$ cat src/rtl/cpu_defs.sv
// Shared CPU definitions: writeback op codes, stage states and byte-enable constants.
package cpu_defs;

  typedef enum logic [3:0] {
    OP_NONE = 4'd0,
    OP_ALU  = 4'd1,
    OP_LB   = 4'd2,
    OP_LBU  = 4'd3,
    OP_LH   = 4'd4,
    OP_LHU  = 4'd5,
    OP_LW   = 4'd6,
    OP_LWL  = 4'd7,
    OP_LWR  = 4'd8
  } op_e;

  typedef enum logic [1:0] {
    S_IDLE     = 2'd0,
    S_WAIT_MEM = 2'd1,
    S_COMMIT   = 2'd2
  } state_e;

  localparam logic [3:0] BE_ALL = 4'b1111;

  // True for every op that must wait for a data-SRAM response.
  function automatic logic is_load(op_e op);
    return op inside {OP_LB, OP_LBU, OP_LH, OP_LHU, OP_LW, OP_LWL, OP_LWR};
  endfunction

endpackage

$ cat src/rtl/load_align.sv
// Extracts, aligns and extends load data from a raw little-endian word,
// and produces the per-byte register-file enables for partial-word merges.
module load_align
  import cpu_defs::*;
(
  input  op_e         op_i,
  input  logic [1:0]  addr_lo_i,
  input  logic [31:0] rdata_i,
  output logic [31:0] data_o,
  output logic [3:0]  be_o
);

  logic [7:0]  byte_sel;
  logic [15:0] half_sel;

  assign byte_sel = rdata_i[{addr_lo_i, 3'b000} +: 8];
  // addr_lo[0] is ignored for halfwords; misaligned accesses never reach here.
  assign half_sel = addr_lo_i[1] ? rdata_i[31:16] : rdata_i[15:0];

  // Select aligned data and byte enables by op and address offset.
  always_comb begin
    data_o = rdata_i;
    be_o   = BE_ALL;
    case (op_i)
      OP_LB:  data_o = {{24{byte_sel[7]}}, byte_sel};
      OP_LBU: data_o = {24'b0, byte_sel};
      OP_LH:  data_o = {{16{half_sel[15]}}, half_sel};
      OP_LHU: data_o = {16'b0, half_sel};
      OP_LWL: begin
        unique case (addr_lo_i)
          2'd0: begin data_o = {rdata_i[7:0], 24'b0};  be_o = 4'b1000; end
          2'd1: begin data_o = {rdata_i[15:0], 16'b0}; be_o = 4'b1100; end
          2'd2: begin data_o = {rdata_i[23:0], 8'b0};  be_o = 4'b1110; end
          default: begin data_o = rdata_i;             be_o = BE_ALL;  end
        endcase
      end
      OP_LWR: begin
        unique case (addr_lo_i)
          2'd1: begin data_o = {8'b0, rdata_i[31:8]};   be_o = 4'b0111; end
          2'd2: begin data_o = {16'b0, rdata_i[31:16]}; be_o = 4'b0011; end
          2'd3: begin data_o = {24'b0, rdata_i[31:24]}; be_o = 4'b0001; end
          default: begin data_o = rdata_i;              be_o = BE_ALL;  end
        endcase
      end
      default: ;
    endcase
  end

endmodule

$ cat src/rtl/wb_load_align.sv
// Writeback stage: accepts one retiring instruction, waits for load data when
// needed, and drives the byte-enabled register-file write port and forwarding view.
module wb_load_align
  import cpu_defs::*;
#(
  parameter int unsigned PC_W = 32
) (
  input  logic            clk,
  input  logic            rst_n,
  input  logic            in_valid,
  output logic            in_ready,
  input  logic [PC_W-1:0] in_pc,
  input  logic [3:0]      in_op,
  input  logic [4:0]      in_dest,
  input  logic [31:0]     in_alu_res,
  input  logic [1:0]      in_addr_lo,
  input  logic            mem_data_ok,
  input  logic [31:0]     mem_rdata,
  output logic [3:0]      reg_we,
  output logic [4:0]      WR,
  output logic [31:0]     WD,
  output logic [PC_W-1:0] commit_pc,
  output logic            fwd_valid,
  output logic [4:0]      fwd_dest,
  output logic            fwd_data_ok,
  output logic [31:0]     fwd_data
);

  state_e          state_q, state_d;
  op_e             op_q, op_d;
  logic [4:0]      dest_q, dest_d;
  logic [1:0]      addr_lo_q, addr_lo_d;
  logic [PC_W-1:0] pc_q, pc_d;
  logic [31:0]     data_q, data_d;
  logic [3:0]      be_q, be_d;

  op_e         in_op_n;
  logic        hs;
  logic        writes;
  logic [31:0] align_data;
  logic [3:0]  align_be;

  // Unknown op codes retire as NONE.
  assign in_op_n = (in_op <= 4'd8) ? op_e'(in_op) : OP_NONE;

  load_align u_load_align (
    .op_i      (op_q),
    .addr_lo_i (addr_lo_q),
    .rdata_i   (mem_rdata),
    .data_o    (align_data),
    .be_o      (align_be)
  );

  // Next-state logic: capture on handshake, wait for load data, single-cycle commit.
  always_comb begin
    state_d   = state_q;
    op_d      = op_q;
    dest_d    = dest_q;
    addr_lo_d = addr_lo_q;
    pc_d      = pc_q;
    data_d    = data_q;
    be_d      = be_q;
    in_ready  = (state_q == S_IDLE) || (state_q == S_COMMIT);
    hs        = in_valid && in_ready;
    case (state_q)
      S_IDLE, S_COMMIT: begin
        if (hs) begin
          op_d      = in_op_n;
          dest_d    = in_dest;
          addr_lo_d = in_addr_lo;
          pc_d      = in_pc;
          if (is_load(in_op_n)) begin
            state_d = S_WAIT_MEM;
          end else begin
            data_d  = in_alu_res;
            be_d    = BE_ALL;
            state_d = S_COMMIT;
          end
        end else begin
          state_d = S_IDLE;
        end
      end
      S_WAIT_MEM: begin
        if (mem_data_ok) begin
          data_d  = align_data;
          be_d    = align_be;
          state_d = S_COMMIT;
        end
      end
      default: state_d = S_IDLE;
    endcase
  end

  // State and held-instruction registers.
  always_ff @(posedge clk or negedge rst_n) begin
    if (!rst_n) begin
      state_q   <= S_IDLE;
      op_q      <= OP_NONE;
      dest_q    <= '0;
      addr_lo_q <= '0;
      pc_q      <= '0;
      data_q    <= '0;
      be_q      <= '0;
    end else begin
      state_q   <= state_d;
      op_q      <= op_d;
      dest_q    <= dest_d;
      addr_lo_q <= addr_lo_d;
      pc_q      <= pc_d;
      data_q    <= data_d;
      be_q      <= be_d;
    end
  end

  // Outputs come straight from held registers; no input-to-output paths.
  always_comb begin
    writes      = (op_q != OP_NONE) && (dest_q != 5'd0);
    reg_we      = (state_q == S_COMMIT && writes) ? be_q : 4'b0000;
    WR          = dest_q;
    WD          = data_q;
    commit_pc   = pc_q;
    fwd_valid   = (state_q == S_WAIT_MEM || state_q == S_COMMIT) && writes;
    fwd_dest    = dest_q;
    fwd_data_ok = (state_q == S_COMMIT);
    fwd_data    = data_q;
  end

endmodule

$ cat config.mk
export PLATFORM = sky130hd
export DESIGN_NAME = wb_load_align
export DESIGN_NICKNAME = d
export VERILOG_FILES = /design/src/rtl/cpu_defs.sv /design/src/rtl/load_align.sv /design/src/rtl/wb_load_align.sv
export SDC_FILE = /design/constraint.sdc
export NUM_CORES = 1
export LEC_CHECK = 0
export CAP_MARGIN = 5
export CORE_MARGIN = 4
export CORE_UTILIZATION = 35
export CTS_CLUSTER_SIZE = 20
export DETAILED_ROUTE_END_ITERATION = 8
export PLACE_DENSITY = 0.66
export SKIP_LAST_GASP = 1
export SYNTH_ARGS = -nofsm -noshare
export SYNTH_HDL_FRONTEND = slang
export SYNTH_SLANG_ARGS = --single-unit
$ cat constraint.sdc
create_clock -name clk -period 2.48 [get_ports clk]
set_input_delay 0.372 -clock clk [delete_from_list [all_inputs] [get_ports clk]]
set_output_delay 0.372 -clock clk [all_outputs]
set_load 0.02 [all_outputs]
# ---- Word level (Yosys, flattened, before mapping)
# Index checks and enable logic that the tools add are counted.
dict set report word_totals {
  input_bits 111
  out_inout_bits 113
  wordCells 66
  regBits 81
  ram_bits 0
  latchBits 0
  mem_bits_ro 0
  mem_count 0
}
dict set report op_classes {
  n_div 0
  order_cmp 1
  n_mul 0
  n_reduce_logical 15
  n_addsub 0
  n_eq_ne 21
  n_bitwise 0
  n_shift 1
  n_mux 21
}
# operator n
set ops {}
lappend ops {{32-bit case mux with 3 select lines} 2}
lappend ops {{32-bit case mux with 6 select lines} 1}
lappend ops {{32-bit 2-to-1 mux} 3}
lappend ops {{32-bit case mux with 2 select lines} 1}
lappend ops {{32-bit by 6-bit indexed part select with 8-bit output} 1}
lappend ops {{4-bit by 3-bit == test with 1-bit output (second input constant)} 7}
lappend ops {{4-bit 2-to-1 mux} 5}
lappend ops {{4-bit by 2-bit == test with 1-bit output (second input constant)} 4}
lappend ops {{16-bit 2-to-1 mux} 1}
lappend ops {{4-bit case mux with 2 select lines} 2}
lappend ops {{4-bit case mux with 3 select lines} 1}
lappend ops {{3-bit case mux with 3 select lines} 1}
lappend ops {{4-bit == test (second input constant)} 2}
lappend ops {{7-bit nonzero test} 1}
lappend ops {{2-bit == test (second input constant)} 3}
lappend ops {{2-bit 2-to-1 mux} 3}
lappend ops {{2-bit inequality test (second input constant)} 3}
lappend ops {{5-bit nonzero test} 1}
lappend ops {{2-bit by 1-bit == test with 1-bit output (second input constant)} 2}
lappend ops {{4-bit <= comparator (second input constant)} 1}
lappend ops {{1-bit logical AND} 4}
lappend ops {{2-bit zero test} 2}
lappend ops {{2-bit case mux with 2 select lines} 1}
lappend ops {{4-bit AND reduction} 1}
lappend ops {{other kinds (5)} 6}

# ---- Logic depth before layout (Yosys ltp)
dict set report logic_depth {
  word_depth 7
  ltp_mapped 9
  mapped_depth_nobuf 7
}

# ---- Hierarchy
# A second synthesis with hierarchy kept.
dict set report unflattened {
  cells_unflattened 559
  area_unflattened_um2 5594.1
}
# mod cells_each area_per_inst_um2 n_inst
set modules_own_cells {}
lappend modules_own_cells {wb_load_align 327 3971.3 1}
lappend modules_own_cells {load_align 232 1622.8 1}

# ---- Worst setup path after synthesis
# Ideal clock, no wire load.
dict set report synth_timing {
  path_kind {register to register}
  start {register state_q[0]}
  end {register state_q[0]}
  arrival_ns 2.127
  setup_time_ns 0.121
  required_ns 2.359
  setup_slack_ns 0.232
  synth_period_minus_slack_ns 2.248
  path_stages_with_launch 9
  path_cell_list {dfrtp_1 inv_1 ha_1 or2_1 nand2_1 clkbuf_1 clkbuf_1 nor2_1 a22o_1}
}
dict set report synth_between {
  elab_chain_len 5
  elab_cells_between_ends 9
  classes_between {eq/ne: 3; mux: 2; reduce/logical: 4}
}
# item line_no
set synth_lines {}
lappend synth_lines {{start, declared} wb_load_align.sv:29} ;# state_e state_q, state_d;
lappend synth_lines {{start signal, assigned} wb_load_align.sv:105} ;# state_q <= state_d;
lappend synth_lines {{2-bit == test} -}
lappend synth_lines {{net fwd_data_ok} wb_load_align.sv:25} ;# output logic fwd_data_ok,
lappend synth_lines {{1-bit logical OR} wb_load_align.sv:63} ;# in_ready = (state_q == S_IDLE) || (state_q == S_COMMIT);
lappend synth_lines {{net in_ready} wb_load_align.sv:11} ;# output logic in_ready,
lappend synth_lines {{1-bit logical AND} wb_load_align.sv:64} ;# hs = in_valid && in_ready;
lappend synth_lines {{2-bit 2-to-1 mux} wb_load_align.sv:67} ;# if (hs) begin
lappend synth_lines {{2-bit case mux with 2 select lines} wb_load_align.sv:65} ;# case (state_q)
# The timed path passes the listed nets, and every way through them passes these cells.
# A chain may end at the register's enable or synchronous reset.

# ---- Final worst setup path
dict set report layout_timing {
  start {register state_q[0]}
  end {output reg_we[1]}
}
dict set report layout_between {
  elab_chain_len 3
}
# item line_no
set layout_lines {}
lappend layout_lines {{2-bit == test} wb_load_align.sv:118} ;# reg_we = (state_q == S_COMMIT && writes) ? be_q : 4'b0000;
lappend layout_lines {{1-bit logical AND} wb_load_align.sv:118}
lappend layout_lines {{4-bit 2-to-1 mux} wb_load_align.sv:118}
lappend layout_lines {{end, declared} wb_load_align.sv:19} ;# output logic [3:0] reg_we,
# No other way between the ends.

==> key figures <==
Synthesis
  – Flip-flop and latch count after synthesis: 81
  – Main synth FF type: sky130_fd_sc_hd__dfrtp_1
  – Number of enable-type register cells in the synthesized netlist: 0
  – Synthesized netlist net count: 629
  – Yosys cell types: 58
  – Syn. warnings: 0
  – Number of cells produced by synthesis: 515
  – Post-synthesis instance area: 5320 um^2
  – Register area share after synthesis: 38.1%
  – Mean cell area of the mapped netlist: 10.3 um^2
  – FFs w/ async S/R, synth: 100%

Timing
  – Count of pins over their slew limit: 0
  – Relative max-transition margin: 52.2%
  – Total negative slack: 0 ps
  – Transition time at the pin with the least slew margin: 716 ps
  – Setup repair after global routing missed its margin: false
  – Fin Clk Skew: 9.52 ps
  – Achievable frequency: 423 MHz
  – Post-route clock period utilization: 95.3%
  – Hold Fails Final Rpt: 0
  – Final setup viols: 0
  – Final critical-path required period: 2360 ps

CTS
  – TritonCTS buffer count: 9
  – Clock latency of the later-clocked register in the worst-skew pair: 350 ps
  – Number of H-tree levels: 3
  – Post-CTS setup buffer count: 0
  – Clock edge transition at the registers on the reported setup and hold paths: 70 ps
  – Number of buffers on the longest clock path: 2
  – Num Clock Sinks: 81
  – Clk root buf: sky130_fd_sc_hd__clkbuf_16
  – CTS tree: yes

Critical path
  – Worst setup SP type: register
  – Endpoint type of the worst setup path: output pin
  – CP required: 2110 ps
  – Arrival @ worst endpoint: 1990 ps
  – Maximum net fanout on the critical path: 5
  – Critical path class: register to output pin

Final layout
  – Highest-count cells in the layout ignoring fill and taps: sky130_fd_sc_hd__clkdlybuf4s50_1 (222), sky130_fd_sc_hd__dfrtp_1 (78), sky130_fd_sc_hd__mux2_2 (47)
  – Fraction of final layout cells with drive strength greater than 1: 17.5%
  – Filler-free cell count of the finished design: 893
  – N_diodes: 0
  – Area grow syn2layout: 49.7%
  – Number of nets in the layout: 818
  – Most common cell after layout, fill and taps aside: sky130_fd_sc_hd__clkdlybuf4s50_1

Detailed routing
  – Count of antenna-violating nets left after detailed routing: 0
  – Routed length per instance: 19.8 um
  – Routed wire length: 17700 um
  – Drt first pass iters: 5
  – Number of violations reported at the end of detailed-routing iteration 0: 441
  – Total number of vias: 5051
  – Number of design rule violations left after detail routing: 0
  – Vias per Instance: 5.66

Die
  – Horizontal die dimension: 131 um
  – Core box area: 14700 um^2
  – Starting density of the core: 36.2%
  – Vertical extent of the die: 131 um
  – Site Rows: 44
  – Number of ports placed on the die boundary: 224
  – Die outline area: 17200 um^2

Power
  – Fraction of power consumed by sequential logic: 25.4%
  – Reported net switching power: 0.00369 W
  – Int Pwr: 0.00536 W
  – Worst IR Drop VDD: 0.555 mV
  – Lkg Pwr: 3.23 nW
  – Part of the total power dissipated in combinational logic: 58.0%
  – Cell Pwr Density: 1140 nW/um^2
  – Switching power share of the total: 40.8%
  – Clock power share: 16.6%

Placed design
  – Number of instances in the placed design: 876
  – Buffers added on ports: 223
  – Routability congestion estimate: 0.889
  – HPWL after detailed placement: 13600 um

GRT
  – Global-route wire length before repair: 28300 um
  – Initial antenna violation count: 0
  – Vias in the first global route: 5335
  – Pin count of the biggest net entering global routing: 55
  – Global-route total usage across every layer: 20.2%
  – GRT overflow: 0

Run
  – MaxCap Viol Count: 0

Min path
  – Hold Path Class: register to register

Outcome
  – Result of the run: complete, no violations
worst max-delay path: stages (launching register included):
cell,delay (ps)
sky130_fd_sc_hd__dfrtp_1,420
sky130_fd_sc_hd__inv_1,120
sky130_fd_sc_hd__ha_1,170
sky130_fd_sc_hd__buf_4,130
sky130_fd_sc_hd__and3_1,150
sky130_fd_sc_hd__clkdlybuf4s50_1,640
logic make-up (layout without fill, tap and decap cells):
group           count (synthesis)  count (layout)  share of synthesized area, %
fa+ha+maj                       3               3                         0.706
buf+inv                        87             281                          9.50
compound gates                146             146                          20.4
mux                            86              86                          19.2
simple gates                  112             112                          12.1
flops                          81              81                          38.1
metrics by stage:
step                cell area (um^2)  setup slack (ps)  hold slack, ps  total power (W)  utilization (%)
CTS                             7950              30.7             474          0.00913             54.1
detailed placement              7610             -31.6             334          0.00759             51.8
floorplan                       5320               232            76.4          0.00551                -
finish                          7960               117             469          0.00906             54.2
global placement                7610              35.3             323          0.00749             51.8
global route                    7960              21.6             493          0.00956             54.2
final timing paths:
check                           startpoint        end  slack [ps]  depth (start not counted)
worst min register to register     be_q[2]    be_q[2]         470                          1
worst max-delay path            state_q[0]  reg_we[1]         120                          5
worst min-delay path               be_q[2]    be_q[2]         470                          1
worst max register to register     op_q[1]     WD[24]         270                          8
max in group asynchronous            rst_n    op_q[3]        1350                          3
min in group asynchronous            rst_n     WD[15]         490                          2
metal layers:
| layer | up-vias | share of wire, % | track usage (%) |
|---|---|---|---|
| met5 | - | 0 | 0 |
| met4 | 0 | 2.2 | 7.41 |
| met3 | 36 | 6.4 | 4.28 |
| met2 | 239 | 52 | 36.4 |
| met1 | 2479 | 39 | 23.6 |
| li1 | 2297 | - | - |
synth_stat cells (all sizes together), types with 3 or more instances:
cell     count  area share (%)
o32ai        8             1.3
dfrtp       81              38
mux2i       31             5.8
inv         11            0.78
o21ai       14             1.3
o21bai       3            0.42
ha           3            0.71
nor2        30             2.1
mux2        47             9.9
a22oi        8             1.1
a211oi      14             2.0
a311oi       8             1.3
a21o        11             1.6
nor2b        4            0.47
clkbuf      17             1.2
nand2       27             1.9
buf         59             7.5
o221ai       7             1.2
or3          8            0.94
and3        12             1.4
mux4         8             3.4
a221o       15             2.8
nand2b       8            0.94
o2bb2ai      8             1.3
o22ai       17             2.0
nor3b        4            0.96
a21oi       20             1.9
state kept, by name (all words and copies together), names as in the netlist:
signal / flops
be_q: 4
op_q: 4
commit_pc: 32
WD: 32
WR: 5
state_q: 2
addr_lo_q: 2
final cells by class:
cell class,instances,area (um^2)
clock buffer,9,225
multi-input combinational,347,2800
fill,1307,6740
tap,184,230
inverter,11,41.3
clock inverter,7,105
sequential,81,2030
timing repair buffer,254,2530
power by group through the flow:
stage          logic, W  clock network [W]  registers, W
3_5_place_dp    0.00526                  0       0.00233
2_1_floorplan   0.00270                  0       0.00281
6_report        0.00526            0.00151       0.00230
3_3_place_gp    0.00520                  0       0.00230
4_1_cts         0.00528            0.00155       0.00231
5_1_grt         0.00556            0.00161       0.00239
repair_timing:
item                                    4_1_cts  5_1_grt
hold buffers                                  1        0
hold endpoints to repair                     27        0
endpoints found under the setup margin        4       21
gates resized for setup                       1        3
(Power assumes the default switching activity.)
